### config.mk
export PLATFORM = sky130hd
export DESIGN_NAME = dsp_reset_responder
export DESIGN_NICKNAME = d
export VERILOG_FILES = /design/src/rtl/dsp_reset_responder.sv
export SDC_FILE = /design/constraint.sdc
export NUM_CORES = 1
export LEC_CHECK = 0
export ABC_AREA = 1
export CAP_MARGIN = 20
export CELL_PAD_IN_SITES_DETAIL_PLACEMENT = 2
export CELL_PAD_IN_SITES_GLOBAL_PLACEMENT = 2
export CORE_ASPECT_RATIO = 1.2
export CORE_MARGIN = 8
export CORE_UTILIZATION = 20
export DETAILED_ROUTE_END_ITERATION = 10
export PLACE_DENSITY_LB_ADDON = 0.1
export SLEW_MARGIN = 5
export SYNTH_ARGS = -nofsm -noshare
export SYNTH_HDL_FRONTEND = slang
export SYNTH_SLANG_ARGS = --single-unit
### constraint.sdc
create_clock -name bus_clock -period 3.7 [get_ports bus_clock]
set_input_delay 0.37 -clock bus_clock [delete_from_list [all_inputs] [get_ports bus_clock]]
set_output_delay 0.37 -clock bus_clock [all_outputs]
set_load 0.005 [all_outputs]
### src/rtl/dsp_reset_responder.sv
// Card-side responder for the host DSP reset handshake: decodes the reset,
// buffer-status and read-data ports and sequences hold, init delay and ready byte.
module dsp_reset_responder #(
   parameter logic [15:0] BASE_ADDRESS = 16'h0000,
   parameter int unsigned MIN_HOLD     = 24,
   parameter int unsigned READY_DELAY  = 16,
   parameter int unsigned CNT_WIDTH    = 6
) (
   input  logic        bus_clock,
   input  logic        reset,
   input  logic [15:0] address,
   input  logic [15:0] data_in,
   input  logic        write_strobe,
   input  logic        read_strobe,
   output logic [15:0] data_out,
   output logic        data_oe,
   output logic        in_reset,
   output logic        dsp_ready
);

   localparam logic [15:0] ADDR_RST  = BASE_ADDRESS + 16'h0006;
   localparam logic [15:0] ADDR_STAT = BASE_ADDRESS + 16'h000E;
   localparam logic [15:0] ADDR_DATA = BASE_ADDRESS + 16'h000A;

   localparam logic [CNT_WIDTH-1:0] HOLD_SAT   = CNT_WIDTH'(MIN_HOLD);
   localparam logic [CNT_WIDTH-1:0] HOLD_ARM   = CNT_WIDTH'(MIN_HOLD - 2);
   localparam logic [CNT_WIDTH-1:0] DELAY_LAST = CNT_WIDTH'(READY_DELAY - 1);

   typedef enum logic [2:0] {
      IDLE     = 3'd0,
      HELD     = 3'd1,
      ARMED    = 3'd2,
      INIT     = 3'd3,
      READY_AA = 3'd4,
      RUN      = 3'd5
   } state_e;

   state_e               state_q, state_d;
   logic [CNT_WIDTH-1:0] cnt_q, cnt_d;
   logic                 hit_rst, hit_stat, hit_data;
   logic                 wr_one, wr_zero, rd_take;
   logic [CNT_WIDTH-1:0] cnt_sat_inc;

   assign hit_rst  = (address == ADDR_RST);
   assign hit_stat = (address == ADDR_STAT);
   assign hit_data = (address == ADDR_DATA);

   assign wr_one  = write_strobe & hit_rst & data_in[0];
   assign wr_zero = write_strobe & hit_rst & ~data_in[0];
   // A read that coincides with any write loses its side effect.
   assign rd_take = read_strobe & ~write_strobe & hit_data;

   assign cnt_sat_inc = (cnt_q < HOLD_SAT) ? cnt_q + CNT_WIDTH'(1) : cnt_q;

   always_ff @(posedge bus_clock or posedge reset) begin
      if (reset) begin
         state_q <= IDLE;
         cnt_q   <= '0;
      end else begin
         state_q <= state_d;
         cnt_q   <= cnt_d;
      end
   end

   always_comb begin
      state_d = state_q;
      cnt_d   = cnt_q;
      case (state_q)
         IDLE: begin
            if (wr_one) begin
               state_d = HELD;
               cnt_d   = '0;
            end
         end
         HELD: begin
            // Any release seen while still HELD is premature.
            if (wr_zero) begin
               state_d = IDLE;
               cnt_d   = '0;
            end else begin
               cnt_d = cnt_sat_inc;
               if (cnt_q == HOLD_ARM) state_d = ARMED;
            end
         end
         ARMED: begin
            if (wr_zero) begin
               state_d = INIT;
               cnt_d   = '0;
            end else begin
               cnt_d = cnt_sat_inc;
            end
         end
         INIT: begin
            if (wr_one) begin
               state_d = HELD;
               cnt_d   = '0;
            end else if (cnt_q == DELAY_LAST) begin
               state_d = READY_AA;
               cnt_d   = '0;
            end else begin
               cnt_d = cnt_q + CNT_WIDTH'(1);
            end
         end
         READY_AA: begin
            if (wr_one) begin
               state_d = HELD;
               cnt_d   = '0;
            end else if (rd_take) begin
               state_d = RUN;
            end
         end
         RUN: begin
            if (wr_one) begin
               state_d = HELD;
               cnt_d   = '0;
            end
         end
         default: begin
            state_d = IDLE;
            cnt_d   = '0;
         end
      endcase
   end

   // Read path is combinational so the host sees data in the strobe cycle.
   always_comb begin
      data_out = 16'h0000;
      data_oe  = read_strobe & (hit_stat | hit_data);
      if (read_strobe && state_q == READY_AA) begin
         if (hit_stat) data_out = 16'h0080;
         if (hit_data) data_out = 16'h00AA;
      end
   end

   assign in_reset  = (state_q == HELD) || (state_q == ARMED);
   assign dsp_ready = (state_q == RUN);

endmodule

# Yosys cells after proc, flatten, opt, wreduce, memory -nomap -nowiden
# Cells that the tools add are included.
# W data, S select, Z words.
word_totals:
  reg_bits: 9
  inputBits: 36
  output_inout_bits: 19
  word_cells: 56
classes:
  addsub: 1
  magnitude_cmp: 1
  eq_ne: 17
  n_mux: 18
  bitwise_logic: 9
  reduce_logical: 8
op_table:
  columns: ["operator", "n"]
  rows:
  - ["$eq A16 B4 Y1 const B", 2]
  - ["$mux W16", 2]
  - ["$mux W6", 5]
  - ["$mux W3", 8]
  - ["$pmux W6 S3", 1]
  - ["$eq A16 B3 Y1 const B", 1]
  - ["$pmux W3 S5", 1]
  - ["$ne A3 B3 Y1 const B", 3]
  - ["$mux W8", 1]
  - ["$add A6 B1 Y6 const B", 1]
  - ["$and A1 B1 Y1", 6]
  - ["$eq A3 B2 Y1 const B", 2]
  - ["$eq A3 B3 Y1 const B", 2]
  - ["$eq A6 B4 Y1 const B", 1]
  - ["$eq A6 B5 Y1 const B", 1]
  - ["$lt A6 B5 Y1 const B", 1]
  - ["$reduce_and A5 Y1", 1]
  - ["$ne A2 B1 Y1 const B", 2]
  - ["$reduce_or A2 Y1", 2]
  - ["$eq A3 B1 Y1 const B", 1]
  - ["$logic_not A3 Y1", 1]
  - ["$ne A3 B1 Y1 const B", 1]
  - ["$reduce_or A3 Y1", 1]
  - ["$ne A2 B2 Y1 const B", 1]
  - ["5 further kinds", 6]

# Depth between registers and ports, before layout
# Gate-level depths: netlist (run 1).
depth:
  depth_word: 6
  mapped_depth: 10
  ltp_nobuf: 10

# Worst setup path after synthesis (run 1)
# OpenSTA, ideal clock, no wires.
synth_timing:
  path_type: "input to output"
  from: "input address[15]"
  to: "output data_out[3]"
  arrival_time_ns: 1.318
  t_required_ns: 3.330
  path_slack_ns: 2.012
  path_stages: 8
  n_path_buf: 1
  path_cell_list: "nor2_1 > nand2_1 > nor2_4 > nand2_1 > inv_1 > nand2_1 > nor3_1 > buf_4"
synth_via:
  elab_chain_cells: 3
synth_lines:
  columns: ["item", "line_no", "source"]
  rows:
  - ["start, declared", "11", "input logic [15:0] address,"]
  - ["$eq A16 B4 Y1", "46", "assign hit_data = (address == ADDR_DATA);"]
  - ["$mux W16", "131", "if (hit_data) data_out = 16'h00AA;"]
  - ["$mux W16", "129", "if (read_strobe && state_q == READY_AA) begin"]
  - ["end, declared", "15", "output logic [15:0] data_out,"]
# Every way passes these cells.

# Worst setup path after layout (run 1)
layout_timing:
  from: "input address[13]"
  to: "output data_out[1]"
# The elaborated chain is that of the path after synthesis.

==> results of run 1 <==
sequential cells by signal, indices dropped and copies added, names as in the netlist:
name     flops
cnt_q        6
state_q      3
cell usage after synthesis:
cell,number
o21ai_0,1
nand3_1,16
nand2_1,37
xnor2_1,3
nor2_1,14
conb_1,1
nand2_4,1
nor3_1,5
inv_4,1
xor2_1,1
nand4_1,2
nor3_2,1
nor2_4,3
nand3b_1,1
inv_2,3
ha_1,2
nand2_2,2
inv_1,16
dfrtp_1,9
a21oi_1,2
buf_4,14
nor2_2,3
o21ai_2,4
nand4_2,2
nand3_2,1
power groups by stage:
| stage | clock (mW) | combinational (mW) | sequential, mW |
|---|---|---|---|
| after floorplan | 0 | 0.311 | 0.161 |
| after global placement | 0 | 0.413 | 0.171 |
| after detailed placement | 0 | 0.423 | 0.174 |
| after CTS | 0.119 | 0.428 | 0.172 |
| after global routing | 0.127 | 0.482 | 0.177 |
| final | 0.116 | 0.413 | 0.172 |
worst max-delay path, cell delays in order:
cell and delay, ns:
clkdlybuf4s50_1 0.41, nor2_1 0.11, nand2_1 0.09, nor2_4 0.18
nand2_1 0.07, inv_1 0.07, nand2_1 0.08, nor3_1 0.26
clkdlybuf4s50_1 0.58
cell usage in the layout, fill, tap and decap left out, drive strengths merged:
master / count
nor2: 20
xor2: 1
a21oi: 2
nand4: 4
inv: 20
clkdlybuf4s50: 27
o21ai: 5
nand2: 40
xnor2: 3
clkbuf: 4
dfrtp: 9
conb: 12
ha: 2
nor3: 6
nand3: 17
nand3b: 1
logic make-up after synthesis:
group	Yosys count	share of synthesized area, %
AOI/OAI and AO/OA	7	5.21
and+or+nand+nor	88	45.6
DFF	9	23.5
other	1	0.391
adders and majority gates	2	2.61
buffers and inverters	34	19.0
xor gates and xnor gates	4	3.65
metrics by stage:
stage                     instance area, um^2  std cells
after floorplan                          1000        156
after global placement                   1240        227
after detailed placement                 1240        227
after CTS                                1280        231
after global routing                     1280        231
final                                    1280        231
metal layers:
metal	vias to the layer above	global-route usage [%]	share of wire, %	wire, um
met5	-	0	0	0
li1	486	-	-	-
met4	0	3.25	1.3	39
met3	5	1.46	3.4	103
met2	20	16.1	55	1630
met1	445	9.33	41	1220
area by class of cell:
cell class,count,area [um^2],area share [%]
clock buffers,4,45.0,3.51
flip-flops and latches,9,225,17.5
multi-input cells,113,593,46.2
inverters,20,77.6,6.04
well taps,58,72.6,5.65
repair buffers,27,270,21.1
worst paths after layout:
| path | end |
|---|---|
| min in group bus_clock | cnt_q[0] |
| setup reg to reg | state_q[1] |
| hold / removal | state_q[2] |
| setup / recovery | data_out[1] |
| max in group asynchronous | cnt_q[5] |
| hold reg to reg | cnt_q[0] |
==> key figures, run 1 <==
Run status
  – Status: finished, final reports clean

Drt
  – Drt drc: 0
  – Initial DRC count: 12
  – Total Wirelength: roughly 3000 um
  – Per-cell routed wire length: between 10 and 15 um
  – Vias per inst: slightly above 4
  – Final ANT Viol Nets: 0
  – TritonRoute pass-1 iters: 4
  – Routed vias: between 900 and 1000

STA
  – Post-layout worst setup margin: 1.12 ns
  – Setup TNS: 0 ns
  – Min Tclk post-route: 2.58 ns
  – Final Hold Viols: 0
  – Final setup fails: 0
  – Final cycle utilization of the critical path: 69.8%
  – Unrepaired setup endpoints after global routing: false
  – Worst hold slack: 0.411 ns
  – Fmax: 387 MHz
  – Worst Skew: 0.00173 ns
  – Slew Viols, Final: 0

Synthesis
  – Synth Cell Area: around 960 um^2
  – Synth unique cells: 25
  – Sequential element share of the synthesized area: around a quarter
  – Synth Instances: between 100 and 150
  – Synth warn: 0
  – Yosys top cell area share: 23.5%
  – Avg Synthesized Cell Area: around 6.6 um^2
  – #FFs+latches synth: 9
  – Top cells by area, synth: dfrtp_1 23%, nand2_1 14%, buf_4 11%
  – Largest area contributor in the netlist: dfrtp_1

Global route
  – First-pass GRT wire length: 5180 um
  – Initial antenna violation count: 0
  – Vias in the first global route: 1106
  – Largest net degree at the start of global routing: 10
  – Gr ovfl total: 0
  – Total Routing Usage GR: between 8 and 9%

Cells and area
  – Nets: 212
  – Share of layout cells above drive strength 1: 13.9%
  – Core Util, Final: 27.9%
  – Synth-to-layout area growth: 33.8%
  – Fillers: 585
  – Inserted Diodes: 0

Pwr
  – Overall power: between 0.7 and 0.8 mW
  – Sw Pwr: 0.340 mW
  – Sequential share of power: 24.5%
  – Clock network power share: 16.6%
  – Leakage: roughly 0.63 nW
  – Internal cell power: 0.361 mW
  – Pwr/cell area: approximately 550 nW/um^2
  – Worst VDD drop: 0.205 mV
  – Sw Ratio: 48.5%
  – Gate power share: 59.0%

Die
  – Initial Util: 20.9%
  – Die Width: a little under 80 um
  – Die area: 7280 um^2
  – # rows: 27
  – # IOs: 55
  – Core Area: 4590 um^2
  – Die Ht: 91.9 um

Clock network
  – Worst-path clk slew: 0.05 ns
  – CTS buffer count: 3
  – Root buf cell: clkbuf_8
  – Cts repair resizes: 0
  – Max Buffers Root-to-Sink: 2
  – Clk_lat worst skew: 0.23 ns
  – H-tree levels: 1
  – # Post-CTS Setup Buffers: 0
  – CTS Hold Buffers Added: 0
  – CTS tree: yes
  – Sink Count: 9

Worst setup path
  – Max FO, Critical Path: 5
  – R2R setup slack: 2.12 ns
  – CP Launch Type: input port
  – Critical path required time: between 3 and 4 ns
  – R2R depth: 8
  – CP Capture Type: output pin
  – Critical path class: in2out
  – CP Launch Point: address[13]
  – Worst Path Arrival: between 2 and 2.5 ns
  – Reg-to-Reg Start: cnt_q[1]

Place
  – Worst slack, placed: 1.09 ns
  – Post-DP HPWL: 2650 um
  – RePlAce Congestion: 0.706
  – Port Buffers: 27

Flow run
  – Max Cap Viol: 0

Worst hold path
  – Hold crit path type: in2async
Note: power is estimated with default switching activity, not from simulation.
==> run 2: changes to the inputs <==
--- a/config.mk
+++ b/config.mk
@@ -11,7 +11,7 @@
 export CELL_PAD_IN_SITES_GLOBAL_PLACEMENT = 2
 export CORE_ASPECT_RATIO = 1.2
 export CORE_MARGIN = 8
-export CORE_UTILIZATION = 20
+export CORE_UTILIZATION = 17
 export DETAILED_ROUTE_END_ITERATION = 10
 export PLACE_DENSITY_LB_ADDON = 0.1
 export SLEW_MARGIN = 5
==> constraint.sdc (replaced) <==
create_clock -name bus_clock -period 2.2 [get_ports bus_clock]
set_input_delay 0.22 -clock bus_clock [delete_from_list [all_inputs] [get_ports bus_clock]]
set_output_delay 0.22 -clock bus_clock [all_outputs]
set_load 0.005 [all_outputs]
==> key figures, run 2 (synthesis gave the netlist of run 1 again) <==
Clock network
  – Sink Count: 9 (unchanged)
  – CTS buffer count: 3 (unchanged)
  – Root buf cell: clkbuf_8 (unchanged)
  – Worst-path clk slew: 0.04 ns (was 0.05 ns)
  – Clk_lat worst skew: 0.23 ns (about the same)
  – CTS tree: yes (unchanged)
  – H-tree levels: 1 (unchanged)
  – Max Buffers Root-to-Sink: 2 (unchanged)

Global route
  – Initial antenna violation count: 0 (unchanged)
  – First-pass GRT wire length: 5380 um (was 5180 um)
  – Met3 usage: 1.60% (was 1.46%)
  – Largest net degree at the start of global routing: 10 (unchanged)
  – Busiest grt layer: met2 (unchanged)
  – GRT met1 Usage: 8.72% (was 9.33%)
  – Total Routing Usage GR: 7.87% (was 8.64%)
  – Gr ovfl total: 0 (unchanged)
  – Vias in the first global route: 1110 (was 1106)
  – Met2 Use GR: 13.9% (was 16.1%)

Cells and area
  – Fillers: 674 (was 585)
  – Flip-flop count of the largest register after layout: 6 (unchanged)
  – Most frequent cells in the layout: 36 x nand2_1, 23 x clkdlybuf4s50_1, 16 x nand3_1, 16 x inv_1, 14 x nor2_1 (was 37 x nand2_1, 27 x clkdlybuf4s50_1, 16 x nand3_1, 16 x inv_1, 14 x nor2_1)
  – Synth-to-layout area growth: 39.4% (was 33.8%)
  – Nets: 215 (was 212)
  – Inserted Diodes: 0 (unchanged)
  – Commonest non-fill, non-tap cell in the layout: nand2_1 (unchanged)
  – Core Util, Final: 24.1% (was 27.9%)
  – Multi-input logic area: 607 um^2 (was 593 um^2)
  – Top Registers: cnt_q x6, state_q x3 (unchanged)
  – Share of layout cells above drive strength 1: 16.5% (was 13.9%)
  – Fin cells: 240 (was 231)
  – Reg with most FFs: cnt_q (unchanged)
  – Reg area: 225 um^2 (unchanged)

Drt
  – Routed vias: 988 (was 956)
  – Final ANT Viol Nets: 0 (unchanged)
  – Initial DRC count: 19 (was 12)
  – TritonRoute pass-1 iters: 4 (unchanged)
  – Per-cell routed wire length: 13.1 um (was 12.9 um)
  – Drt drc: 0 (unchanged)
  – Vias per inst: 4.12 (was 4.14)
  – Total Wirelength: 3130 um (was 2990 um)

Worst setup path
  – Reg-to-Reg Start: cnt_q[1] (unchanged)
  – R2R setup slack: 0.60 ns (was 2.12 ns)
  – Critical path class: in2out (unchanged)
  – CP Launch Type: input port (unchanged)
  – CP Capture Type: output pin (unchanged)
  – Reg2reg end: state_q[1] (unchanged)
  – Max FO, Critical Path: 2 (was 5)
  – Worst Path Arrival: 1.83 ns (was 2.21 ns)
  – Critical path required time: 1.98 ns (was 3.33 ns)
  – R2R depth: 8 (unchanged)
  – CP Launch Point: address[14] (was address[13])

Die
  – Core Area: 5560 um^2 (was 4590 um^2)
  – Die area: 8320 um^2 (was 7280 um^2)
  – Die Width: 84.6 um (was 79.2 um)
  – # rows: 30 (was 27)
  – Initial Util: 17.3% (was 20.9%)
  – Die Ht: 98.3 um (was 91.9 um)
  – # IOs: 55 (unchanged)

STA
  – Worst hold slack: 0.269 ns (was 0.411 ns)
  – Slew Viols, Final: 0 (unchanged)
  – Fmax: 488 MHz
  – Unrepaired setup endpoints after global routing: false (unchanged)
  – Worst Skew: 0.00400 ns (was 0.00173 ns)
  – Min Tclk post-route: 2.05 ns
  – Final setup fails: 0 (unchanged)
  – Final cycle utilization of the critical path: 93.1%
  – Final Hold Viols: 0 (unchanged)

Pwr
  – Sw Pwr: 0.582 mW (was 0.340 mW)
  – Sw Ratio: 48.9% (was 48.5%)
  – Pwr/cell area: 890 nW/um^2 (was 546 nW/um^2)
  – Leakage: 0.728 nW (was 0.629 nW)
  – Sequential share of power: 24.4% (was 24.5%)
  – Clock network power share: 15.6% (was 16.6%)
  – Internal cell power: 0.609 mW (was 0.361 mW)
  – Worst VDD drop: 0.362 mV (was 0.205 mV)
  – Gate power share: 59.9% (was 59.0%)

Place
  – Post-DP HPWL: 2740 um (was 2650 um)
  – DP Cell Count: 236 (was 227)
  – Port Buffers: 27 (unchanged)
  – RePlAce Congestion: 0.737 (was 0.706)

Run status
  – Status: finished, final reports clean (unchanged)

Flow run
  – Max Cap Viol: 0 (unchanged)

Worst hold path
  – Hold crit path type: in2async (unchanged)
-- run 2: cell count changes in the layout (fill, tap and decap cells not counted) --
| cell | before | now |
|---|---|---|
| nor3_1 | 5 | 4 |
| clkdlybuf4s50_1 | 27 | 23 |
| nor3_4 | 0 | 1 |
| nand2_2 | 2 | 3 |
| buf_4 | 0 | 3 |
| nand2_1 | 37 | 36 |
| dlymetal6s2s_1 | 0 | 4 |
-- run 2: layout make-up --
| type | instances | area share (%) |
|---|---|---|
| multi-input cells | 113 | 45.4 |
| repair buffers | 30 | 22.6 |
| flip-flops and latches | 9 | 16.8 |
| well taps | 64 | 5.99 |
| inverters | 20 | 5.80 |
| clock buffers | 4 | 3.37 |
-- run 2: power by group through the flow --
stage               sequential, mW  clock, mW  combinational (mW)
finish                       0.291      0.186               0.714
global placement             0.287          0               0.704
global route                 0.301      0.204               0.820
CTS                          0.292      0.194               0.737
floorplan                    0.270          0               0.522
detailed placement           0.294          0               0.731
-- run 2: critical path: stages --
cell	delay [ns]
clkdlybuf4s50_1	0.42
nor2_1	0.09
nand2_1	0.09
nor2_4	0.11
nand2_1	0.05
inv_1	0.09
nand2_2	0.08
buf_4	0.14
inv_1	0.05
clkdlybuf4s50_1	0.49
-- run 2: metrics by stage --
step	worst slack, ns	power [mW]	cell area [um^2]	setup TNS (ns)
after floorplan	0.795	0.793	1000	0
after CTS	0.0622	1.22	1320	0
after global placement	0.0295	0.991	1270	0
final	0.152	1.19	1340	0
after global routing	0.00104	1.33	1340	0
after detailed placement	-0.0138	1.02	1270	-0.0359
-- run 2: worst max path at each step --
stage | to | cells past startpoint | slack, ns
6_report | data_oe | 10 | 0.15
5_1_grt | data_oe | 10 | 0.001
4_1_cts | data_out[7] | 10 | 0.06
3_5_place_dp | data_out[1] | 9 | -0.01
3_3_place_gp | data_out[1] | 9 | 0.03
2_1_floorplan | state_q[1] | 8 | 0.79
-- run 2: layer usage --
metal,up-vias,routed length [um]
met1,474,1290
li1,493,-
met2,19,1640
met5,-,0
met3,2,172
met4,0,28
-- run 2: what timing repair did --
item,4_1_cts,5_1_grt
hold buffers,0,0
setup buffers,0,0
endpoints found under the setup margin,3,4
resized for setup,1,6
==> run 3: changes to the inputs <==
--- a/config.mk
+++ b/config.mk
@@ -14,7 +14,7 @@
 export CORE_UTILIZATION = 17
 export DETAILED_ROUTE_END_ITERATION = 10
 export PLACE_DENSITY_LB_ADDON = 0.1
-export SLEW_MARGIN = 5
+export SETUP_SLACK_MARGIN = 0.4
 export SYNTH_ARGS = -nofsm -noshare
 export SYNTH_HDL_FRONTEND = slang
 export SYNTH_SLANG_ARGS = --single-unit
==> key figures, run 3 (synthesis gave the netlist of run 1 again) <==
Run status
  – Status: finished, final reports clean (unchanged)

Drt
  – Vias per inst: 4.13 (was 4.12)
  – Total Wirelength: 3220 um (was 3130 um)
  – Final ANT Viol Nets: 0 (unchanged)
  – Initial DRC count: 22 (was 19)
  – Drt drc: 0 (unchanged)
  – TritonRoute pass-1 iters: 4 (unchanged)
  – Per-cell routed wire length: 13.2 um (was 13.1 um)
  – Routed vias: 1003 (was 988)

Die
  – Core Area: 5560 um^2 (unchanged)
  – Die Width: 84.6 um (unchanged)
  – # IOs: 55 (unchanged)
  – # rows: 30 (unchanged)
  – Initial Util: 17.3% (unchanged)
  – Die area: 8320 um^2 (unchanged)
  – Die Ht: 98.3 um (unchanged)

Worst setup path
  – Max FO, Critical Path: 4 (was 2)
  – Largest delay share family, worst path: buffers and inverters (unchanged)
  – CP Capture Type: output pin (unchanged)
  – CP Buf/Inv Count: 3 (was 5)
  – CP Launch Type: flop (was input port)
  – Critical path required time: 1.98 ns (about the same)
  – CP cell instances: buf_4 -> nand3_1 -> inv_1 -> clkdlybuf4s50_1 (was clkdlybuf4s50_1 -> nor2_1 -> nand2_1 -> nor2_4 -> nand2_1 -> inv_1 -> nand2_2 -> buf_4 -> inv_1 -> clkdlybuf4s50_1)
  – Critical path class: reg2out (was in2out)
  – Slowest cell on crit path: clkdlybuf4s50_1 (unchanged)
  – Crit-path max cell delay: 0.50 ns (was 0.49 ns)
  – Worst Path Arrival: 1.47 ns (was 1.83 ns)

STA
  – Min Tclk post-route: 1.69 ns (was 2.05 ns)
  – Post-layout worst setup margin: 0.508 ns (was 0.152 ns)
  – Worst hold slack: 0.269 ns (about the same)
  – Final Hold Viols: 0 (unchanged)
  – Slew Viols, Final: 0 (unchanged)
  – Unrepaired setup endpoints after global routing: false (unchanged)
  – Fmax: 591 MHz (was 488 MHz)
  – Final setup fails: 0 (unchanged)
  – Worst Skew: 0.00411 ns (was 0.00400 ns)
  – Final cycle utilization of the critical path: 76.9% (was 93.1%)

Flow run
  – Max Cap Viol: 0 (unchanged)

Cells and area
  – Reg with most FFs: cnt_q (unchanged)
  – Nets: 218 (was 215)
  – Most frequent cells in the layout: 35 x nand2_1, 20 x clkdlybuf4s50_1, 16 x nand3_1, 14 x inv_1, 13 x nor2_1 (was 36 x nand2_1, 23 x clkdlybuf4s50_1, 16 x nand3_1, 16 x inv_1, 14 x nor2_1)
  – Inserted Diodes: 0 (unchanged)
  – Multi-input logic area: 658 um^2 (was 607 um^2)
  – Flip-flop count of the largest register after layout: 6 (unchanged)
  – Reg area: 229 um^2 (was 225 um^2)
  – Core Util, Final: 24.9% (was 24.1%)
  – Commonest non-fill, non-tap cell in the layout: nand2_1 (unchanged)
  – Share of layout cells above drive strength 1: 25.1% (was 16.5%)
  – Fillers: 670 (was 674)
  – Top Registers: cnt_q x6, state_q x3 (unchanged)
  – Synth-to-layout area growth: 43.9% (was 39.4%)

Global route
  – Met3 usage: 1.51% (was 1.60%)
  – Gr ovfl total: 0 (unchanged)
  – Met2 Use GR: 14.6% (was 13.9%)
  – GRT met1 Usage: 8.72% (unchanged)
  – Busiest grt layer: met2 (unchanged)
  – Vias in the first global route: 1138 (was 1110)
  – Largest net degree at the start of global routing: 10 (unchanged)
  – Total Routing Usage GR: 8.04% (was 7.87%)
  – Initial antenna violation count: 0 (unchanged)
  – First-pass GRT wire length: 5470 um (was 5380 um)

Clock network
  – Clk_lat worst skew: 0.23 ns (about the same)
  – Worst-path clk slew: 0.04 ns (about the same)
  – Root buf cell: clkbuf_8 (unchanged)
  – CTS buffer count: 3 (unchanged)
  – CTS tree: yes (unchanged)
  – Max Buffers Root-to-Sink: 2 (unchanged)
  – Sink Count: 9 (unchanged)
  – H-tree levels: 1 (unchanged)
  – CTS Hold Buffers Added: 0 (unchanged)

Place
  – RePlAce Congestion: 0.737 (unchanged)
  – Port Buffers: 27 (unchanged)
  – Post-DP HPWL: 2740 um (unchanged)
  – Worst slack, placed: -0.0138 ns (unchanged)

Pwr
  – Worst VDD drop: 0.362 mV (about the same)
  – Leakage: 0.701 nW (was 0.728 nW)
  – Pwr/cell area: 925 nW/um^2 (was 890 nW/um^2)

Worst hold path
  – Hold crit path type: in2async (unchanged)
## run 3: layout make-up
type	count	share of cell area (%)
sequential	9	16.6
inverter	20	5.62
timing repair buffer	33	21.1
clock buffer	4	3.26
tap	64	5.80
multi-input combinational	113	47.6
## run 3: per-layer routing
metal / vias up / part of all wire [%] / routed length, um
met4: 0 / 0.87 / 28
met1: 482 / 41 / 1310
met2: 19 / 53 / 1710
met3: 2 / 5.1 / 165
li1: 500 / - / -
met5: - / 0 / 0
## run 3: path summary, 6_finish.rpt
| kind | startpoint | endpoint | slack, ns | depth (start not counted) |
|---|---|---|---|---|
| worst min register to register | cnt_q[0] | cnt_q[0] | 0.55 | 2 |
| max in group asynchronous | reset | state_q[2] | 1.64 | 2 |
| worst max-delay path | state_q[2] | dsp_ready | 0.51 | 4 |
| worst min-delay path | reset | cnt_q[2] | 0.27 | 2 |
| worst max register to register | state_q[0] | state_q[0] | 0.66 | 10 |
| min in group bus_clock | cnt_q[0] | cnt_q[0] | 0.55 | 2 |
## run 3: metrics by stage
stage / total power, mW / TNS, ns / cell area [um^2] / instances
floorplan: 0.793 / 0 / 1000 / 156
global placement: 0.991 / 0 / 1270 / 236
detailed placement: 1.02 / -0.0359 / 1270 / 236
CTS: 1.30 / 0 / 1360 / 243
global route: 1.41 / 0 / 1380 / 243
finish: 1.28 / 0 / 1380 / 243
## run 3: timing repair
action / in CTS / in global routing
hold endpoints to repair: 0 / 0
setup endpoints to repair: 6 / 8
cloned: 0 / 0
pin swaps: 2 / 5
resized for setup: 19 / 17
setup buffers: 3 / 0
## run 3: power by group
part	switching, mW	total (mW)	internal (mW)
clock	0.0601	0.186	0.126
combinational	0.497	0.804	0.306
sequential	0.0663	0.288	0.222
